<file path="src/rtl/module_keypad_scanner.sv">
`default_nettype none
// ============================================================================
// Module   : module_keypad_scanner
// Purpose  : Scans a 4x4 active-low matrix keypad one column at a time,
//            debounces presses and releases, emits one code pulse per press
//            and accumulates decimal digits into a 4-digit packed-BCD value.
// Ports    : clk_i       - system clock
//            rst_i       - asynchronous active-low reset
//            row_i[3:0]  - keypad rows, active low, asynchronous to clk_i
//            col_o[3:0]  - column drive, active low, exactly one bit low
//            key_o[3:0]  - code of the last accepted key
//            key_valid_o - one-cycle pulse when key_o updates
//            enter_o     - one-cycle pulse when '#' is accepted
//            bcd_o[15:0] - entered number, [3:0] = least significant digit
// Revision : 1.0 - initial release
// ============================================================================
module module_keypad_scanner #(
    parameter int SCAN_PERIOD     = 27000,   // cycles per column, >= 4
    parameter int DEBOUNCE_CYCLES = 540000   // stable cycles to accept, >= 2
) (
    input  logic        clk_i,
    input  logic        rst_i,
    input  logic [3:0]  row_i,
    output logic [3:0]  col_o,
    output logic [3:0]  key_o,
    output logic        key_valid_o,
    output logic        enter_o,
    output logic [15:0] bcd_o
);

    localparam int CNT_MAX = (DEBOUNCE_CYCLES > SCAN_PERIOD) ? DEBOUNCE_CYCLES : SCAN_PERIOD;
    localparam int CW      = $clog2(CNT_MAX);
    localparam logic [CW-1:0] C_SCAN_RELOAD = CW'(SCAN_PERIOD - 1);
    localparam logic [CW-1:0] C_DEB_RELOAD  = CW'(DEBOUNCE_CYCLES - 1);

    typedef enum logic [1:0] {
        ST_SCAN     = 2'd0,
        ST_DEBOUNCE = 2'd1,
        ST_HELD     = 2'd2,
        ST_RELEASE  = 2'd3
    } state_t;

    state_t        state_q, state_d;
    logic [3:0]    sync1_q;
    logic [3:0]    rs_q;                 // synchronized rows
    logic [1:0]    col_idx_q, col_idx_d;
    logic [1:0]    row_idx_q, row_idx_d;
    logic [CW-1:0] cnt_q, cnt_d;
    logic [3:0]    key_q, key_d;
    logic          key_valid_q, key_valid_d;
    logic          enter_q, enter_d;
    logic [15:0]   bcd_q, bcd_d;

    logic          w_any_low;
    logic [1:0]    w_low_row;
    logic          w_row_high;
    logic [3:0]    w_code;

    // Key map: {row, col} -> code
    function automatic logic [3:0] key_code(input logic [1:0] r, input logic [1:0] c);
        logic [3:0] code;
        case ({r, c})
            4'h0: code = 4'd1;   4'h1: code = 4'd2;   4'h2: code = 4'd3;   4'h3: code = 4'd10;
            4'h4: code = 4'd4;   4'h5: code = 4'd5;   4'h6: code = 4'd6;   4'h7: code = 4'd11;
            4'h8: code = 4'd7;   4'h9: code = 4'd8;   4'hA: code = 4'd9;   4'hB: code = 4'd12;
            4'hC: code = 4'd14;  4'hD: code = 4'd0;   4'hE: code = 4'd15;  default: code = 4'd13;
        endcase
        return code;
    endfunction

    // Two-flop synchronizer; idle rows read high
    always_ff @(posedge clk_i or negedge rst_i) begin
        if (!rst_i) begin
            sync1_q <= 4'b1111;
            rs_q    <= 4'b1111;
        end else begin
            sync1_q <= row_i;
            rs_q    <= sync1_q;
        end
    end

    // Lowest-index low row wins when several keys share a column
    always_comb begin
        w_any_low = ~(&rs_q);
        w_low_row = 2'd3;
        if (!rs_q[0])      w_low_row = 2'd0;
        else if (!rs_q[1]) w_low_row = 2'd1;
        else if (!rs_q[2]) w_low_row = 2'd2;
    end

    assign w_row_high = rs_q[row_idx_q];
    assign w_code     = key_code(row_idx_q, col_idx_q);

    always_ff @(posedge clk_i or negedge rst_i) begin
        if (!rst_i) begin
            state_q     <= ST_SCAN;
            col_idx_q   <= 2'd0;
            row_idx_q   <= 2'd0;
            cnt_q       <= C_SCAN_RELOAD;
            key_q       <= 4'd0;
            key_valid_q <= 1'b0;
            enter_q     <= 1'b0;
            bcd_q       <= 16'h0000;
        end else begin
            state_q     <= state_d;
            col_idx_q   <= col_idx_d;
            row_idx_q   <= row_idx_d;
            cnt_q       <= cnt_d;
            key_q       <= key_d;
            key_valid_q <= key_valid_d;
            enter_q     <= enter_d;
            bcd_q       <= bcd_d;
        end
    end

    always_comb begin
        state_d     = state_q;
        col_idx_d   = col_idx_q;
        row_idx_d   = row_idx_q;
        cnt_d       = cnt_q;
        key_d       = key_q;
        key_valid_d = 1'b0;
        enter_d     = 1'b0;
        bcd_d       = bcd_q;

        case (state_q)
            ST_SCAN: begin
                if (cnt_q == '0) begin
                    // Rows are sampled only at the end of the dwell so the
                    // synchronizer has settled on the current column.
                    if (w_any_low) begin
                        row_idx_d = w_low_row;
                        cnt_d     = C_DEB_RELOAD;
                        state_d   = ST_DEBOUNCE;
                    end else begin
                        col_idx_d = col_idx_q + 2'd1;
                        cnt_d     = C_SCAN_RELOAD;
                    end
                end else begin
                    cnt_d = cnt_q - 1'b1;
                end
            end

            ST_DEBOUNCE: begin
                if (w_row_high) begin
                    col_idx_d = col_idx_q + 2'd1;
                    cnt_d     = C_SCAN_RELOAD;
                    state_d   = ST_SCAN;
                end else if (cnt_q == '0) begin
                    key_d       = w_code;
                    key_valid_d = 1'b1;
                    if (w_code <= 4'd9)
                        bcd_d = {bcd_q[11:0], w_code};
                    else if (w_code == 4'd14)
                        bcd_d = 16'h0000;
                    else if (w_code == 4'd15)
                        enter_d = 1'b1;
                    state_d = ST_HELD;
                end else begin
                    cnt_d = cnt_q - 1'b1;
                end
            end

            ST_HELD: begin
                if (w_row_high) begin
                    cnt_d   = C_DEB_RELOAD;
                    state_d = ST_RELEASE;
                end
            end

            default: begin // ST_RELEASE
                if (!w_row_high) begin
                    state_d = ST_HELD;
                end else if (cnt_q == '0) begin
                    col_idx_d = col_idx_q + 2'd1;
                    cnt_d     = C_SCAN_RELOAD;
                    state_d   = ST_SCAN;
                end else begin
                    cnt_d = cnt_q - 1'b1;
                end
            end
        endcase
    end

    assign col_o       = ~(4'b0001 << col_idx_q);
    assign key_o       = key_q;
    assign key_valid_o = key_valid_q;
    assign enter_o     = enter_q;
    assign bcd_o       = bcd_q;

endmodule
`default_nettype wire

</file>
<file path="config.mk">
export PLATFORM = sky130hd
export DESIGN_NAME = module_keypad_scanner
export DESIGN_NICKNAME = d
export VERILOG_FILES = /design/src/rtl/module_keypad_scanner.sv
export SDC_FILE = /design/constraint.sdc
export NUM_CORES = 1
export LEC_CHECK = 0
export ABC_CLOCK_PERIOD_IN_PS = 2800
export CELL_PAD_IN_SITES_DETAIL_PLACEMENT = 1
export CELL_PAD_IN_SITES_GLOBAL_PLACEMENT = 1
export CORE_ASPECT_RATIO = 2
export CORE_MARGIN = 1
export CORE_UTILIZATION = 45
export CTS_CLUSTER_SIZE = 24
export DETAILED_ROUTE_END_ITERATION = 8
export HOLD_SLACK_MARGIN = 0.05
export PLACE_DENSITY = 0.89
export SLEW_MARGIN = 40
export SYNTH_ARGS = -nofsm -noshare
export SYNTH_HDL_FRONTEND = slang
export SYNTH_SLANG_ARGS = --single-unit
</file>
<file path="constraint.sdc">
create_clock -name clk_i -period 2.8 [get_ports clk_i]
set_input_delay 0.56 -clock clk_i [delete_from_list [all_inputs] [get_ports clk_i]]
set_output_delay 0.56 -clock clk_i [all_outputs]
set_load 0.05 [all_outputs]
</file>
==> results by group <==
Floorplanning
  • Std-Cell Rows: 44
  • Die H: 124 µm
  • Core area: 7270 µm²
  • Starting Density: 46.5%
  • Die Area: 7870 µm²
  • I/O pins: 32
  • Die Wd: 63.2 µm

Synth
  • Number of synthesized flops with an enable pin: 0
  • Adder-Cell Fraction of Synth Area: 4.45%
  • Library cells used by synthesis: 65
  • Area contributors post-synth: dfrtp_1, dfstp_2, ha_1
  • Post-Syn Area: 3380 µm²
  • Simple-Gate Fraction of Synth Area: 18.7%
  • Proportion of synthesized area in mux cells: 4.97%
  • Register area share after synthesis: 42.2%
  • Xor and xnor area share after synthesis: 0.519%
  • Syn. warnings: 0
  • Compound-gate portion of the synthesized area: 23.3%
  • Leading register cell type out of synthesis: dfrtp_1
  • Largest family of logic cells by synthesized area: compound AO/OA/AOI/OAI gates
  • Syn Nets: 368
  • Synth Instances: 350
  • Share of the synthesized area in the top cell type: 28.2%
  • Register bit total from synthesis: 56
  • Mean area per synthesized cell: 9.64 µm²
  • Fraction of registers with async set/reset: 100%
  • Yosys top cell by area: dfrtp_1

Flow run
  • Total of max-cap violations: 0

Cells and area
  • Diode count: 0
  • Commonest non-fill, non-tap cell in the layout: dfrtp_1
  • Area of the multi-input gates: 1760 µm²
  • Reg area: 1420 µm²
  • Share of cells above drive strength 1: 15.8%
  • Fillers: 857
  • Final design utilization: 55.0%
  • Nets: 403
  • Commonest cells after routing, fill and taps aside: dfrtp_1, clkdlybuf4s50_1, inv_1, nor2_1
  • Layout area overhead: 18.5%

Placed design
  • IO buf count: 31
  • GP Congestion: 0.907
  • HPWL after DPL: 7470 µm

STA
  • Max-slew violation count: 0
  • Slew margin rel.: 53.0%
  • Measured slew at the worst slew-check pin: 700 ps
  • Fmax achieved: 0.378 GHz
  • Worst Clk Skew: 9.47 ps
  • Final setup viols: 0
  • Final TNS setup: 0 ps
  • Final period util: 94.4%
  • Min Tclk post-route: 2640 ps
  • Hold Fails Final Rpt: 0
  • Unrepaired setup endpoints after global routing: no

Outcome
  • Status: completed

Critical path
  • Worst Setup EP: col_o[0]
  • Critical path fanouts, max: 9
  • CP Class: flop to output port
  • Setup crit start: col_idx_q[0]
  • Worst Setup End Kind: output port
  • RR Endpoint: cnt_q[7]
  • Startpoint types: flop
  • Reg-to-reg slack, setup: 220 ps
  • CP arrival: 2080 ps
  • RR Startpoint: state_q[0]
  • Req. time, crit path: 2240 ps
  • R2R depth: 8

Clock tree
  • Clock sinks: 56
  • Clock Tree Buf Depth: 2
  • Worst-Skew Late Latency: 300 ps
  • TritonCTS Buffers: 5
  • Root buffer cell: clkbuf_16
  • Worst-path clk slew: 70 ps
  • CTS tree: built
  • Setup Fix Bufs, Post-CTS: 0
  • H-Tree Depth: 2

Route
  • 1st-iter DRT viols: 164
  • First-pass iteration count of the detailed router: 5
  • Residual DRC: 0
  • Via count: 3102
  • Vias per inst: 6.49
  • Final ANT Viol Nets: 0
  • WL/cell: 21.2 µm
  • WL final: 10200 µm

Global routing
  • Initial antenna violation count: 0
  • Vias in the first global route: 3456
  • Largest net degree at the start of global routing: 57
  • Global-route wire length before repair: 17100 µm
  • Overflow after GRT: 0
  • GRT Total Usage: 27.8%

Power and ir drop
  • VDD IR max: 0.442 mV
  • Pwr/cell area: 969 nW/µm²
  • LEAKAGE: 0.00167 µW

Min path
  • Hold Crit Class: input pin to asynchronous set/reset pin
## layer usage
metal / part of all wire, % / vias to the layer above / GRT usage, % / wire length, µm
li1: - / 1387 / - / -
met5: 0 / - / 0 / 0
met4: 8.1 / 0 / 22.3 / 818
met2: 55 / 112 / 50.0 / 5570
met3: 3.5 / 55 / 3.57 / 356
met1: 34 / 1548 / 27.6 / 3410
## cell families (layout without fill, tap and decap cells)
logic type      count (synthesis)  count (layout)
compound gates                105             105
xor+xnor                        2               2
fa+ha+maj                      12              12
buf+inv                        46              82
flops                          56              56
mux                            14              14
simple gates                  115             115
## sequential cells by signal, indices dropped and copies added (netlist names), named ones only
name	flops
cnt_q	20
bcd_o	16
rs_q	4
key_valid_o	1
key_o	4
col_idx_q	2
state_q	1
row_idx_q	2
enter_o	1
sync1_q	4
## cell usage after synthesis, types with 4 or more instances
cell and n:
inv_1 22, a21oi_1 16, o22ai_1 5, nor3_1 10
nor4_1 5, o211ai_1 13, mux2i_1 10, o22a_1 4
nand2_1 21, nand4_1 6, clkbuf_1 18, nand3_1 21
ha_1 12, nor2_1 22, dfrtp_1 38, o21ai_0 10
dfstp_2 18, nor2b_1 5, o221ai_1 5, a22o_1 15
## per-stage QoR
step	std cells	setup slack (ps)	power, µW	cell area [µm²]	hold WS, ps
finish	478	157	3880	4000	260
CTS	478	90.9	3840	3990	271
global route	478	22.4	4120	4000	283
floorplan	350	288	2510	3380	264
detailed placement	470	131	3190	3850	350
global placement	470	254	3120	3850	346
## report_power, final
part / switching [µW] / total (µW) / internal [µW] / leakage [µW]
logic: 1260 / 2000 / 745 / 0.000902
registers: 241 / 1260 / 1020 / 0.000702
clock network: 282 / 612 / 330 / 0.0000645
## worst max-delay path: stages (launching register included)
cell and delay, ps:
dfrtp_1 520, inv_1 190, ha_1 250, inv_1 60, clkdlybuf4s50_1 790
## worst min-delay path by stage
| stage | to | slack, ps | cells past startpoint |
|---|---|---|---|
| 2_1_floorplan | asynchronous set/reset pin | 260 | 0 |
| 3_5_place_dp | rs_q[2] | 350 | 0 |
| 3_3_place_gp | rs_q[3] | 350 | 0 |
| 4_1_cts | row_idx_q[1] | 270 | 2 |
| 5_1_grt | row_idx_q[1] | 280 | 2 |
| 6_report | row_idx_q[1] | 260 | 2 |
## what timing repair did
action | CTS | global route
endpoints found under the setup margin | 0 | 20
hold buffers | 0 | 0
resized for setup | 0 | 1
## cell type report
type                       instances  area share, %
multi-input combinational        248           44.1
sequential                        56           35.6
timing repair buffer              52           11.9
clock buffer                       6           3.22
tap                               92           2.88
inverter                          22           2.07
clock inverter                     2          0.282
Note: power is estimated with default switching activity, not from simulation.
